`src/rtl/s_memory_reader.sv`:
```
// Sweeps S memory addresses 0..2^ADDR_W-1 and streams {data, addr, last}; optional identity checker under `S_MEM_READ_CHECK_EN.
// Latency: 3 cycles per byte (READ, WAIT, PRESENT); done pulses in cycle 3*2^ADDR_W+1 after the start edge.
// Backpressure: PRESENT holds out_data/out_addr/out_last and address while out_ready is low, one cycle per stall.
module s_memory_reader #(
  parameter int ADDR_W = 8,
  parameter int DATA_W = 8
) (
  input  logic              clk,
  input  logic              reset,
  input  logic              start,
  output logic [ADDR_W-1:0] address,
  output logic              wren,
  input  logic [DATA_W-1:0] q,
  output logic [DATA_W-1:0] out_data,
  output logic [ADDR_W-1:0] out_addr,
  output logic              out_last,
  output logic              out_valid,
  input  logic              out_ready,
  output logic              busy,
  output logic              done,
  output logic              mismatch,
  output logic [ADDR_W:0]   err_count
);

  localparam logic [2:0] S_IDLE    = 3'd0;
  localparam logic [2:0] S_READ    = 3'd1;
  localparam logic [2:0] S_WAIT    = 3'd2;
  localparam logic [2:0] S_PRESENT = 3'd3;
  localparam logic [2:0] S_DONE    = 3'd4;

  logic [2:0]        state;
  logic [2:0]        state_nxt;
  logic [ADDR_W-1:0] idx;
  logic              start_acc;
  logic              xfer;

  assign start_acc = (state == S_IDLE) && start;
  assign xfer      = (state == S_PRESENT) && out_ready;

  always_comb begin
    state_nxt = state;
    case (state)
      S_IDLE:    if (start) state_nxt = S_READ;
      S_READ:    state_nxt = S_WAIT;
      S_WAIT:    state_nxt = S_PRESENT;
      S_PRESENT: if (out_ready) state_nxt = out_last ? S_DONE : S_READ;
      S_DONE:    state_nxt = S_IDLE;
      default:   state_nxt = S_IDLE;
    endcase
  end

  // idx stops at all-ones after the final byte; it is only rewound by the next accepted start.
  always_ff @(posedge clk or posedge reset) begin
    if (reset) begin
      state    <= S_IDLE;
      idx      <= '0;
      out_data <= '0;
      out_addr <= '0;
      out_last <= 1'b0;
    end else begin
      state <= state_nxt;
      if (start_acc) begin
        idx <= '0;
      end else if (xfer && !out_last) begin
        idx <= idx + 1'b1;
      end
      if (state == S_WAIT) begin
        out_data <= q;
        out_addr <= idx;
        out_last <= &idx;
      end
    end
  end

  assign address   = idx;
  assign wren      = 1'b0;
  assign out_valid = (state == S_PRESENT);
  assign busy      = (state != S_IDLE);
  assign done      = (state == S_DONE);

`ifdef S_MEM_READ_CHECK_EN
  localparam logic [ADDR_W:0] ERR_MAX = {1'b1, {ADDR_W{1'b0}}};

  logic [DATA_W-1:0] expected;

  // Initialization leaves memory[i] == i, truncated or zero-extended to the data width.
  assign expected = DATA_W'(idx);

  always_ff @(posedge clk or posedge reset) begin
    if (reset) begin
      mismatch  <= 1'b0;
      err_count <= '0;
    end else if (start_acc) begin
      mismatch  <= 1'b0;
      err_count <= '0;
    end else if ((state == S_WAIT) && (q != expected)) begin
      mismatch <= 1'b1;
      if (err_count != ERR_MAX) begin
        err_count <= err_count + 1'b1;
      end
    end
  end
`else
  assign mismatch  = 1'b0;
  assign err_count = '0;
`endif

endmodule

```
`config.mk`:
```
export PLATFORM = sky130hd
export DESIGN_NAME = s_memory_reader
export DESIGN_NICKNAME = d
export VERILOG_FILES = /design/src/rtl/s_memory_reader.sv
export SDC_FILE = /design/constraint.sdc
export NUM_CORES = 1
export LEC_CHECK = 0
export ABC_AREA = 1
export ABC_CLOCK_PERIOD_IN_PS = 1400
export BUFFER_PORTS_ARGS = -buffer_cell sky130_fd_sc_hd__buf_2
export CORE_ASPECT_RATIO = 0.5
export CORE_MARGIN = 2
export CORE_UTILIZATION = 35
export DETAILED_ROUTE_END_ITERATION = 7
export GPL_ROUTABILITY_DRIVEN = 0
export PLACE_DENSITY_LB_ADDON = 0.12
export SLEW_MARGIN = 0
export SYNTH_ARGS = -nofsm -noshare
export SYNTH_HDL_FRONTEND = slang
export SYNTH_SLANG_ARGS = --single-unit
```
`constraint.sdc`:
```
create_clock -name clk -period 1.4 [get_ports clk]
set_input_delay 0.07 -clock clk [delete_from_list [all_inputs] [get_ports clk]]
set_output_delay 0.07 -clock clk [all_outputs]
set_load 0.02 [all_outputs]
```
# Word level (Yosys, flattened, before mapping)
# Cells that the tools add are included.
# W data, S select, Z words.
[classes]
eq_ne = 6
reduce_logical = 9
muxes = 6
add_sub_neg = 1
[op_table]
columns = ["op", "n"]
rows = [
  ["$mux W8", 2],
  ["$pmux W3 S4", 1],
  ["$mux W3", 3],
  ["$add A8 B1 Y8 const B", 1],
  ["$reduce_and A8 Y1", 1],
  ["$eq A3 B2 Y1 const B", 2],
  ["$eq A3 B1 Y1 const B", 1],
  ["$eq A3 B3 Y1 const B", 1],
  ["$logic_and A1 B1 Y1", 3],
  ["$logic_not A3 Y1", 1],
  ["$reduce_bool A3 Y1", 1],
  ["$ne A2 B1 Y1 const B", 1],
  ["$ne A2 B2 Y1 const B", 1],
  ["$reduce_and A2 Y1", 1],
  ["$reduce_bool A2 Y1", 1],
  ["$logic_not A1 Y1", 1],
]
[word_totals]
in_bits = 12
register_bits = 28
word_cells = 27
output_inout_bits = 39

# Logic depth before layout (Yosys ltp)
# Gate-level depths: netlist of run 1.
[depth]
depth_word = 5
mapped_depth = 7
depth_no_buf = 7

# Least setup slack after synthesis of run 1
# Ideal clock, no wire load.
[synth_path]
path_type = "register -> register"
startpoint = "register idx[1], in the netlist address[1]"
endpoint = "register idx[6], in the netlist address[6]"
stages_incl_launch_ff = 7
path_slack_ns = 0.103
period_less_slack_ns = 1.297
t_required_ns = 1.282
arrival_ns = 1.179
path_cell_list = "dfrtp_1 > ha_1 > nand2_1 > nor3_2 > nand3_1 > nand2_1 > nor2_2"
[synth_via]
elab_chain_cells = 3
[synth_lines]
columns = ["element", "line_no", "rtl"]
rows = [
  ["from (decl)", "33", "logic [ADDR_W-1:0] idx;"],
  ["from (signal assigned)", "65", "idx <= idx + 1'b1;"],
  ["$add A8 B1 Y8", "65", ""],
  ["$mux W8", "64", "end else if (xfer && !out_last) begin"],
  ["$mux W8", "62", "if (start_acc) begin"],
]
# No other way between the ends. The select of a mux whose other input is x is not followed.
# A chain may end at the register's enable or synchronous reset.

# Worst setup path after layout of run 1
[layout_path]
startpoint = "register state[0]"
endpoint = "register idx[0], in the netlist address[0]"
[layout_via]
elab_chain_cells = 4
[layout_lines]
columns = ["element", "line_no", "rtl"]
rows = [
  ["from (decl)", "31", "logic [2:0] state;"],
  ["from (signal assigned)", "61", "state <= state_nxt;"],
  ["$eq A3 B2 Y1", "38", "assign xfer = (state == S_PRESENT) && out_ready;"],
  ["$logic_and A1 B1 Y1", "38", ""],
  ["$logic_and A1 B1 Y1", "64", ""],
  ["$reduce_bool A2 Y1 (no source line)", "-", ""],
]
# Parallel ways exist; a longest one is shown, timed or not.

==> results_dict.tcl, run 1 <==
set metrics [dict create \
    seq_area_frac_synth_pct 51.2 \
    dieArea_um2 4450 \
    grt_overflow 0 \
    worstPathArrival_ns 1.42 \
    hold_viol 0 \
    regArea_um2 701 \
    cp-start-kind "flop" \
    grt_pass1_wl_um 4560 \
    cts_setup_buffers 0 \
    end_kind "flop" \
    insertion_delay_ns 0.27 \
    p_seq_share_pct 40.1 \
    grt_max_degree 29 \
    pwr-share-clk_pct 13.4 \
    antenna_found_initial 0 \
    drv_slew 0 \
    pin_count 51 \
    ys_warn_count 0 \
    p_total_mw 3.16 \
    row_count 15 \
    fin_worst_skew_ns 0.00470 \
    clkSinkCount 28 \
    wl_per_cell_um 10.9 \
    hold_path_depth 3 \
    synthToLayoutAreaGrowth_pct 25.4 \
    post-dp-hpwl_um 2110 \
    reg2regPathDepth 4 \
    drc 0 \
    synth.largest_area_cell "dfrtp_1" \
    synthDistinctLibCells 22 \
    coreArea_um2 3580 \
    port_buffers 39 \
    grt_usage_pct 13.4 \
    drv_cap 0 \
    max-vdd-ir-drop_mv 0.743 \
    ys_ff_latch 28 \
    setup_slack_ns 0.135 \
    clk_path_buf_depth 2 \
    setup_violations 0 \
    initial_core_util_pct 38.2 \
    grt_pass1_vias 987 \
    met1_length_um 1430 \
    tns_ns 0 \
    clkSlewWorstSetupHoldPaths_ns 0.09 \
    dr_wl_met3_um 145 \
    vias_per_cell 4.31 \
    period_minus_slack_ns 1.26 \
    crit_fanout 10 \
    synth_edf_count 0 \
    synthTopCellsByArea "dfrtp_1 51%, nand2_1 15%, buf_4 6.6%" \
    dieWidth_um 92.4 \
    first_pass_iters 4 \
    leakagePower_nw 0.963 \
    swShare_pct 44.8 \
    final_util_pct 47.9 \
    multi_input_area_um2 551 \
    pre_cts_ws_ns 0.131 \
    drive_gt1_share_pct 27.6 \
    fin_crit_sh_pct 90.3 \
    wl_met2_um 1260 \
    via_count 1126 \
    post-place-cells 250 \
    h-tree-depth 1 \
    num_antenna_cells 0 \
    rsz0062_at_grt "yes" \
    fmax_mhz 791 \
    cts_root_buffer "clkbuf_8" \
    tritoncts "built" \
    synth_cells 162 \
    switchingPower_mw 1.42 \
    fin_cells 261 \
    synthArstFlopShare_pct 100 \
    p_int_mw 1.74 \
    layout.nets 225 \
    worstPathRequired_ns 1.55 \
    initialDrtViolationCount 55 \
    critPathKind "reg -> reg" \
    post_synth_instance_area_um2 1370 \
    ant_nets 0 \
    power_density_nw_per_um2 1840 \
    min_path_type "in -> reg" \
    synth_top_area_share_pct 51.2 \
    run_status "finished, final reports clean" \
    syn_area_per_cell_um2 8.44 \
    highest_layer "met4" \
    ys.flop_type "dfrtp_1" \
    totalWireLength_um 2850 \
    fillers 360 \
    pwr-share-comb_pct 46.5 \
    fp.dieH_um 48.2 \
    cts_buffers 3 \
]
layout by cell type, fill, tap and decap left out, drive strengths merged:
cell / netlist / layout
nand2: 57 / 57
buf: 15 / 42
dfrtp: 28 / 28
nand3: 14 / 14
inv: 13 / 13
o21ai: 12 / 12
conb: 1 / 11
nor2: 11 / 11
dlygate4sd3: 0 / 8
nand4: 3 / 3
a21oi: 3 / 3
clkbuf: 0 / 3
xor2: 2 / 2
nor3: 2 / 2
ha: 1 / 1
layout make-up:
cell class / instances / area share (%)
flip-flops and latches: 28 / 40.8
multi-input cells: 116 / 32.1
repair buffers: 50 / 18.1
well taps: 51 / 3.72
inverters: 13 / 2.84
clock buffers: 3 / 2.41
critical path, cell delays in order, from the launching register on:
cell,delay [ns]
dfrtp_1,0.46
nor2_2,0.18
nand3_2,0.21
nand2_1,0.21
o21ai_0,0.10
per-layer routing:
layer,global-route usage [%],vias up
met5,0,-
met4,2.69,0
met3,3.55,2
met2,23.1,33
met1,18.0,503
li1,-,588
registers in the layout, summed over array words and instances, names as in the netlist:
signal and cells:
out_addr 8, out_last 1, state 3, address 8, out_data 8
cells in the mapped netlist (2+ instances only):
library cell  instances
nor2_1                7
inv_1                12
o21ai_0              11
buf_2                 2
buf_4                12
nor2_2                3
nand2_2               3
dfrtp_1              28
nand3_1              13
xor2_1                2
nand4_1               3
nand2_1              54
a21oi_2               3
final timing paths:
path,slack [ns],start,to
max,0.14,state[0],address[0]
min,0.004,q[6],out_data[6]
max reg2reg,0.14,state[0],address[0]
min reg2reg,0.48,out_data[1],out_data[1]
max in group asynchronous,0.74,reset,out_last
min in group asynchronous,0.40,reset,out_data[1]
logic make-up (layout without fill, tap and decap cells):
| family | count (synthesis) | in the layout | share of synthesized area [%] |
|---|---|---|---|
| other | 1 | 11 | 0.274 |
| and+or+nand+nor | 87 | 87 | 28.3 |
| DFF | 28 | 28 | 51.2 |
| AOI/OAI and AO/OA | 15 | 15 | 6.31 |
| buffers and inverters | 28 | 66 | 11.7 |
| xor gates and xnor gates | 2 | 2 | 1.28 |
| adders and majority gates | 1 | 1 | 0.915 |
power by group through the flow:
stage | sequential (mW) | clock [mW] | combinational [mW]
6_report | 1.27 | 0.423 | 1.47
5_1_grt | 1.31 | 0.475 | 1.66
4_1_cts | 1.27 | 0.444 | 1.50
3_5_place_dp | 1.28 | 0 | 1.48
3_3_place_gp | 1.27 | 0 | 1.46
2_1_floorplan | 1.55 | 0 | 0.774
stage by stage:
stage	area (um2)	hold slack, ns
floorplan	1410	0.135
CTS	1710	0.00483
global route	1720	0.0109
global placement	1590	0.160
finish	1720	0.00362
detailed placement	1590	0.160
repair_timing:
| action | CTS | global route |
|---|---|---|
| hold buffers | 8 | 0 |
| hold endpoints to repair | 35 | 0 |
| resized for setup | 0 | 1 |
| setup endpoints to repair | 0 | 2 |
(Power assumes the default switching activity.)
==> run 2, diff against run 1 <==
--- a/config.mk
+++ b/config.mk
@@ -7,11 +7,11 @@
 export LEC_CHECK = 0
 export ABC_AREA = 1
 export ABC_CLOCK_PERIOD_IN_PS = 1400
-export BUFFER_PORTS_ARGS = -buffer_cell sky130_fd_sc_hd__buf_2
 export CORE_ASPECT_RATIO = 0.5
 export CORE_MARGIN = 2
 export CORE_UTILIZATION = 35
 export DETAILED_ROUTE_END_ITERATION = 7
+export DONT_BUFFER_PORTS = 1
 export GPL_ROUTABILITY_DRIVEN = 0
 export PLACE_DENSITY_LB_ADDON = 0.12
 export SLEW_MARGIN = 0
==> run 2 against run 1 <==
  * Sequential power up 17%
  * Combinational power down 20%
  * Routed wire length up 3.4%
  * Non-clock buffer count down 26
  * Maximum frequency down 1.6%
  * Final cell count down 9.6%
  * Global-route usage up 0.77 points
  * Critical path type unchanged
  * Critical endpoint is now address[3]
==> results_dict.tcl, run 2 (synthesis results as in run 1) <==
set metrics [dict create \
    cp_top_family "simple AND/OR/NAND/NOR gates" \
    vias_per_cell 4.51 \
    critPathBufInv 0 \
    initialDrtViolationCount 68 \
    tns_ns 0 \
    period_minus_slack_ns 1.29 \
    hold-worst-slack_ns 0.0663 \
    antenna_found_initial 0 \
    grt_overflow 0 \
    ant_nets 0 \
    end_kind "flop" \
    fp.dieH_um 48.2 \
    min_to "address[5]" \
    slowest_stage "dfrtp_1" \
    critPathKind "reg -> reg" \
    worstPathArrival_ns 1.44 \
    totalWireLength_um 2950 \
    drc 0 \
    layout.nets 199 \
    worstPathRequired_ns 1.56 \
    clkSlewWorstSetupHoldPaths_ns 0.10 \
    min_path_type "in -> reg" \
    grt_pass1_vias 960 \
    highest_layer "met4" \
    coreArea_um2 3580 \
    crit_fanout 10 \
    cts_buffers 3 \
    cp-start-kind "flop" \
    h-tree-depth 1 \
    grt_pass1_wl_um 4710 \
    reg2regPathDepth 4 \
    hold_viol 0 \
    port_buffers 0 \
    cp_cell_sequence "nor2_2 -> nand3_2 -> nand2_1 -> o21ai_0" \
    fmax_mhz 778 \
    drv_slew 0 \
    dieArea_um2 4450 \
    num_antenna_cells 0 \
    hold_path_depth 3 \
    final_cell_mix "54 x nand2_1, 28 x dfrtp_1, 13 x nand3_1" \
    clk_path_buf_depth 2 \
    synthToLayoutAreaGrowth_pct 20.6 \
    rr_startpoint "state[2]" \
    cts_root_buffer "clkbuf_8" \
    final_util_pct 46.0 \
    clkSinkCount 28 \
    met1_length_um 1420 \
    p_total_mw 3.30 \
    drv_cap 0 \
    crit-reg2reg-capture "address[3]" \
    hp-start "out_ready" \
    leakagePower_nw 0.843 \
    power_density_nw_per_um2 2000 \
    fin_worst_skew_ns 0.00493 \
    reg2reg_slack_ns 0.11 \
    run_status "finished, final reports clean" \
    first_pass_iters 4 \
    final_common_cell "nand2_1" \
    pin_count 51 \
    post-dp-hpwl_um 2080 \
    drive_gt1_share_pct 16.2 \
    initial_core_util_pct 38.2 \
    max-vdd-ir-drop_mv 1.01 \
    grt_max_degree 29 \
    dieWidth_um 92.4 \
    max_stage_delay_ns 0.44 \
    grt_usage_pct 14.2 \
    insertion_delay_ns 0.27 \
    cts_setup_buffers 0 \
    via_count 1064 \
    wl_met2_um 1290 \
    wl_per_cell_um 12.5 \
    dr_wl_met3_um 208 \
    fillers 378 \
    tritoncts "built" \
    rsz0062_at_grt "no" \
    row_count 15 \
    setup_violations 0 \
    fin_crit_sh_pct 91.8 \
]
## run 2: layer usage
metal,global-route usage (%),vias up
met5,0,-
met4,3.58,0
met3,4.95,2
met2,23.1,44
met1,18.9,486
li1,-,532
## run 2: what timing repair did
item                                   in CTS  in global routing
gates resized for setup                     0                  0
hold buffers                               11                  0
endpoints found under the hold margin      39                  0
## run 2: worst max path at each step
stage / from / endpoint / slack (ns) / cells past startpoint
3_3_place_gp: state[2] / address[6] / 0.17 / 7
4_1_cts: state[2] / address[3] / 0.11 / 4
2_1_floorplan: address[1] / address[6] / 0.10 / 6
5_1_grt: state[0] / address[0] / 0.01 / 4
6_report: state[2] / address[3] / 0.11 / 4
3_5_place_dp: state[2] / address[2] / 0.14 / 4
## run 2: through the flow
| stage | area [um2] | std cells | worst slack, ns |
|---|---|---|---|
| detailed placement | 1470 | 221 | 0.138 |
| finish | 1650 | 236 | 0.115 |
| floorplan | 1410 | 172 | 0.103 |
| global placement | 1470 | 221 | 0.168 |
| CTS | 1650 | 236 | 0.114 |
| global route | 1650 | 236 | 0.0109 |
## run 2: layout make-up
type | instances | area [um2] | share of cell area, %
clock buffer | 3 | 41.3 | 2.50
clock inverter | 1 | 30.0 | 1.82
inverter | 13 | 48.8 | 2.96
multi-input combinational | 116 | 544 | 33.0
sequential | 28 | 701 | 42.5
tap | 51 | 63.8 | 3.87
timing repair buffer | 24 | 220 | 13.4
## run 2: power breakdown
group	total (mW)	internal, mW	switching [mW]
registers	1.49	1.07	0.422
logic	1.17	0.412	0.761
clock network	0.636	0.383	0.253
## run 2: worst reg2reg max path, cell delays in order (launching register included)
cell and delay, ns:
dfrtp_1 0.44, nor2_2 0.19, nand3_2 0.23, nand2_1 0.21, o21ai_0 0.09
==> run 3, diff against run 2 <==
--- a/config.mk
+++ b/config.mk
@@ -6,7 +6,7 @@
 export NUM_CORES = 1
 export LEC_CHECK = 0
 export ABC_AREA = 1
-export ABC_CLOCK_PERIOD_IN_PS = 1400
+export ABC_CLOCK_PERIOD_IN_PS = 1500
 export CORE_ASPECT_RATIO = 0.5
 export CORE_MARGIN = 2
 export CORE_UTILIZATION = 35
==> constraint.sdc (replaced) <==
create_clock -name clk -period 1.5 [get_ports clk]
set_input_delay 0.075 -clock clk [delete_from_list [all_inputs] [get_ports clk]]
set_output_delay 0.075 -clock clk [all_outputs]
set_load 0.02 [all_outputs]
==> run 3 against run 2 <==
  * Worst setup slack gained 0.047 ns
  * Non-clock buffer count is the same
  * Die area is the same
  * Global-route usage is essentially flat
  * Largest power group unchanged
==> results_dict.tcl, run 3 (synthesis results as in run 1) <==
set metrics [dict create \
    grt_max_degree 29 \
    fin_crit_sh_pct 89.2 \
    num_antenna_cells 0 \
    initialDrtViolationCount 52 \
    cpMostUsedCell "nand4_1" \
    worstPathArrival_ns 1.55 \
    dieArea_um2 4450 \
    grt_overflow 0 \
    regArea_um2 701 \
    rsz0062_at_grt "no" \
    p_seq_share_pct 47.2 \
    p_int_mw 1.60 \
    totalWireLength_um 2950 \
    first_pass_iters 4 \
    min_path_type "in -> reg" \
    ant_nets 0 \
    antenna_found_initial 0 \
    pwr-share-clk_pct 15.9 \
    layout.nets 199 \
    clkSlewWorstSetupHoldPaths_ns 0.09 \
    drive_gt1_share_pct 16.2 \
    multi_input_area_um2 544 \
    hold_viol 0 \
    cp-start-kind "flop" \
    post-place-cells 221 \
    power_density_nw_per_um2 1810 \
    cts_root_buffer "clkbuf_8" \
    swShare_pct 45.5 \
    pwr-share-comb_pct 36.9 \
    critPathKind "reg -> reg" \
    max-vdd-ir-drop_mv 0.429 \
    post-dp-hpwl_um 2100 \
    cts_buffers 3 \
    drv_cap 0 \
    tns_ns 0 \
    grt_usage_pct 14.2 \
    grt_pass1_wl_um 4680 \
    fillers 361 \
    cp_top_family "simple AND/OR/NAND/NOR gates" \
    tritoncts "built" \
    period_minus_slack_ns 1.34 \
    grt_pass1_vias 951 \
    wl_per_cell_um 12.5 \
    fp.dieH_um 48.2 \
    h-tree-depth 1 \
    cp_cell_sequence "inv_1 -> nand4_1 -> nor2_2 -> buf_4 -> nand4_1 -> nand2_1" \
    end_kind "flop" \
    fmax_mhz 747 \
    insertion_delay_ns 0.27 \
    critPathBufInv 2 \
    initial_core_util_pct 38.2 \
    fin_worst_skew_ns 0.00265 \
    crit_fanout 6 \
    pin_count 51 \
    clk_path_buf_depth 2 \
    cts_setup_buffers 0 \
    dieWidth_um 92.4 \
    final_cell_mix "54 x nand2_1, 28 x dfrtp_1, 13 x nand3_1, 13 x buf_4, 12 x inv_1" \
    worstPathRequired_ns 1.72 \
    drc 0 \
    clkSinkCount 28 \
    slowest_stage "dfrtp_1" \
    coreArea_um2 3580 \
    fin_cells 236 \
    leakagePower_nw 0.832 \
    drv_slew 0 \
    row_count 15 \
    synthToLayoutAreaGrowth_pct 18.5 \
    final_common_cell "nand2_1" \
    switchingPower_mw 1.33 \
    setup_violations 0 \
    run_status "finished, final reports clean" \
    port_buffers 0 \
    vias_per_cell 4.51 \
    max_stage_delay_ns 0.45 \
    via_count 1064 \
]
run 3: power groups by stage:
stage	Sequential (mW)	Clock [mW]	Combinational, mW
floorplan	1.44	0	0.722
global placement	1.40	0	1.05
detailed placement	1.40	0	1.07
CTS	1.38	0.481	1.10
global route	1.42	0.515	1.24
finish	1.38	0.466	1.08
run 3: final timing paths:
path,startpoint,endpoint,slack [ns],depth (start not counted)
worst max-delay path,state[2],address[5],0.16,6
worst min-delay path,out_ready,address[5],0.10,3
worst max register to register,state[2],address[5],0.16,6
worst min register to register,address[1],address[1],0.63,3
max in group asynchronous,reset,address[6],0.94,3
min in group asynchronous,reset,state[0],0.30,3
run 3: cell type report:
type	count	share of cell area, %
multi-input cells	116	33.6
repair buffers	24	12.8
well taps	51	3.94
flip-flops and latches	28	43.2
inverters	13	3.01
clock buffers	4	3.40
run 3: through the flow:
step           worst slack [ns]  utilization (%)  hold slack, ns  area, um2  power, mW
2_1_floorplan             0.203                -           0.140       1410       2.17
3_3_place_gp              0.192             40.6          0.0649       1460       2.45
3_5_place_dp              0.171             40.6          0.0629       1460       2.47
4_1_cts                   0.137             45.2           0.102       1620       2.96
5_1_grt                  0.0193             45.2           0.124       1620       3.18
6_report                  0.161             45.2           0.104       1620       2.93
run 3: worst min-delay path, delay by kind of cell:
family           cells  cell delay (ns)
and+or+nand+nor      3             0.26
run 3: per-layer routing:
layer / vias up / wire, um / GRT usage, %
met1: 493 / 1410 / 18.1
li1: 534 / - / -
met3: 2 / 223 / 5.72
met2: 35 / 1300 / 23.6
met4: 0 / 14 / 3.58
met5: - / 0 / 0
run 3: what timing repair did:
action,4_1_cts,5_1_grt
resized for setup,0,0
hold buffers,11,0
endpoints found under the hold margin,39,0
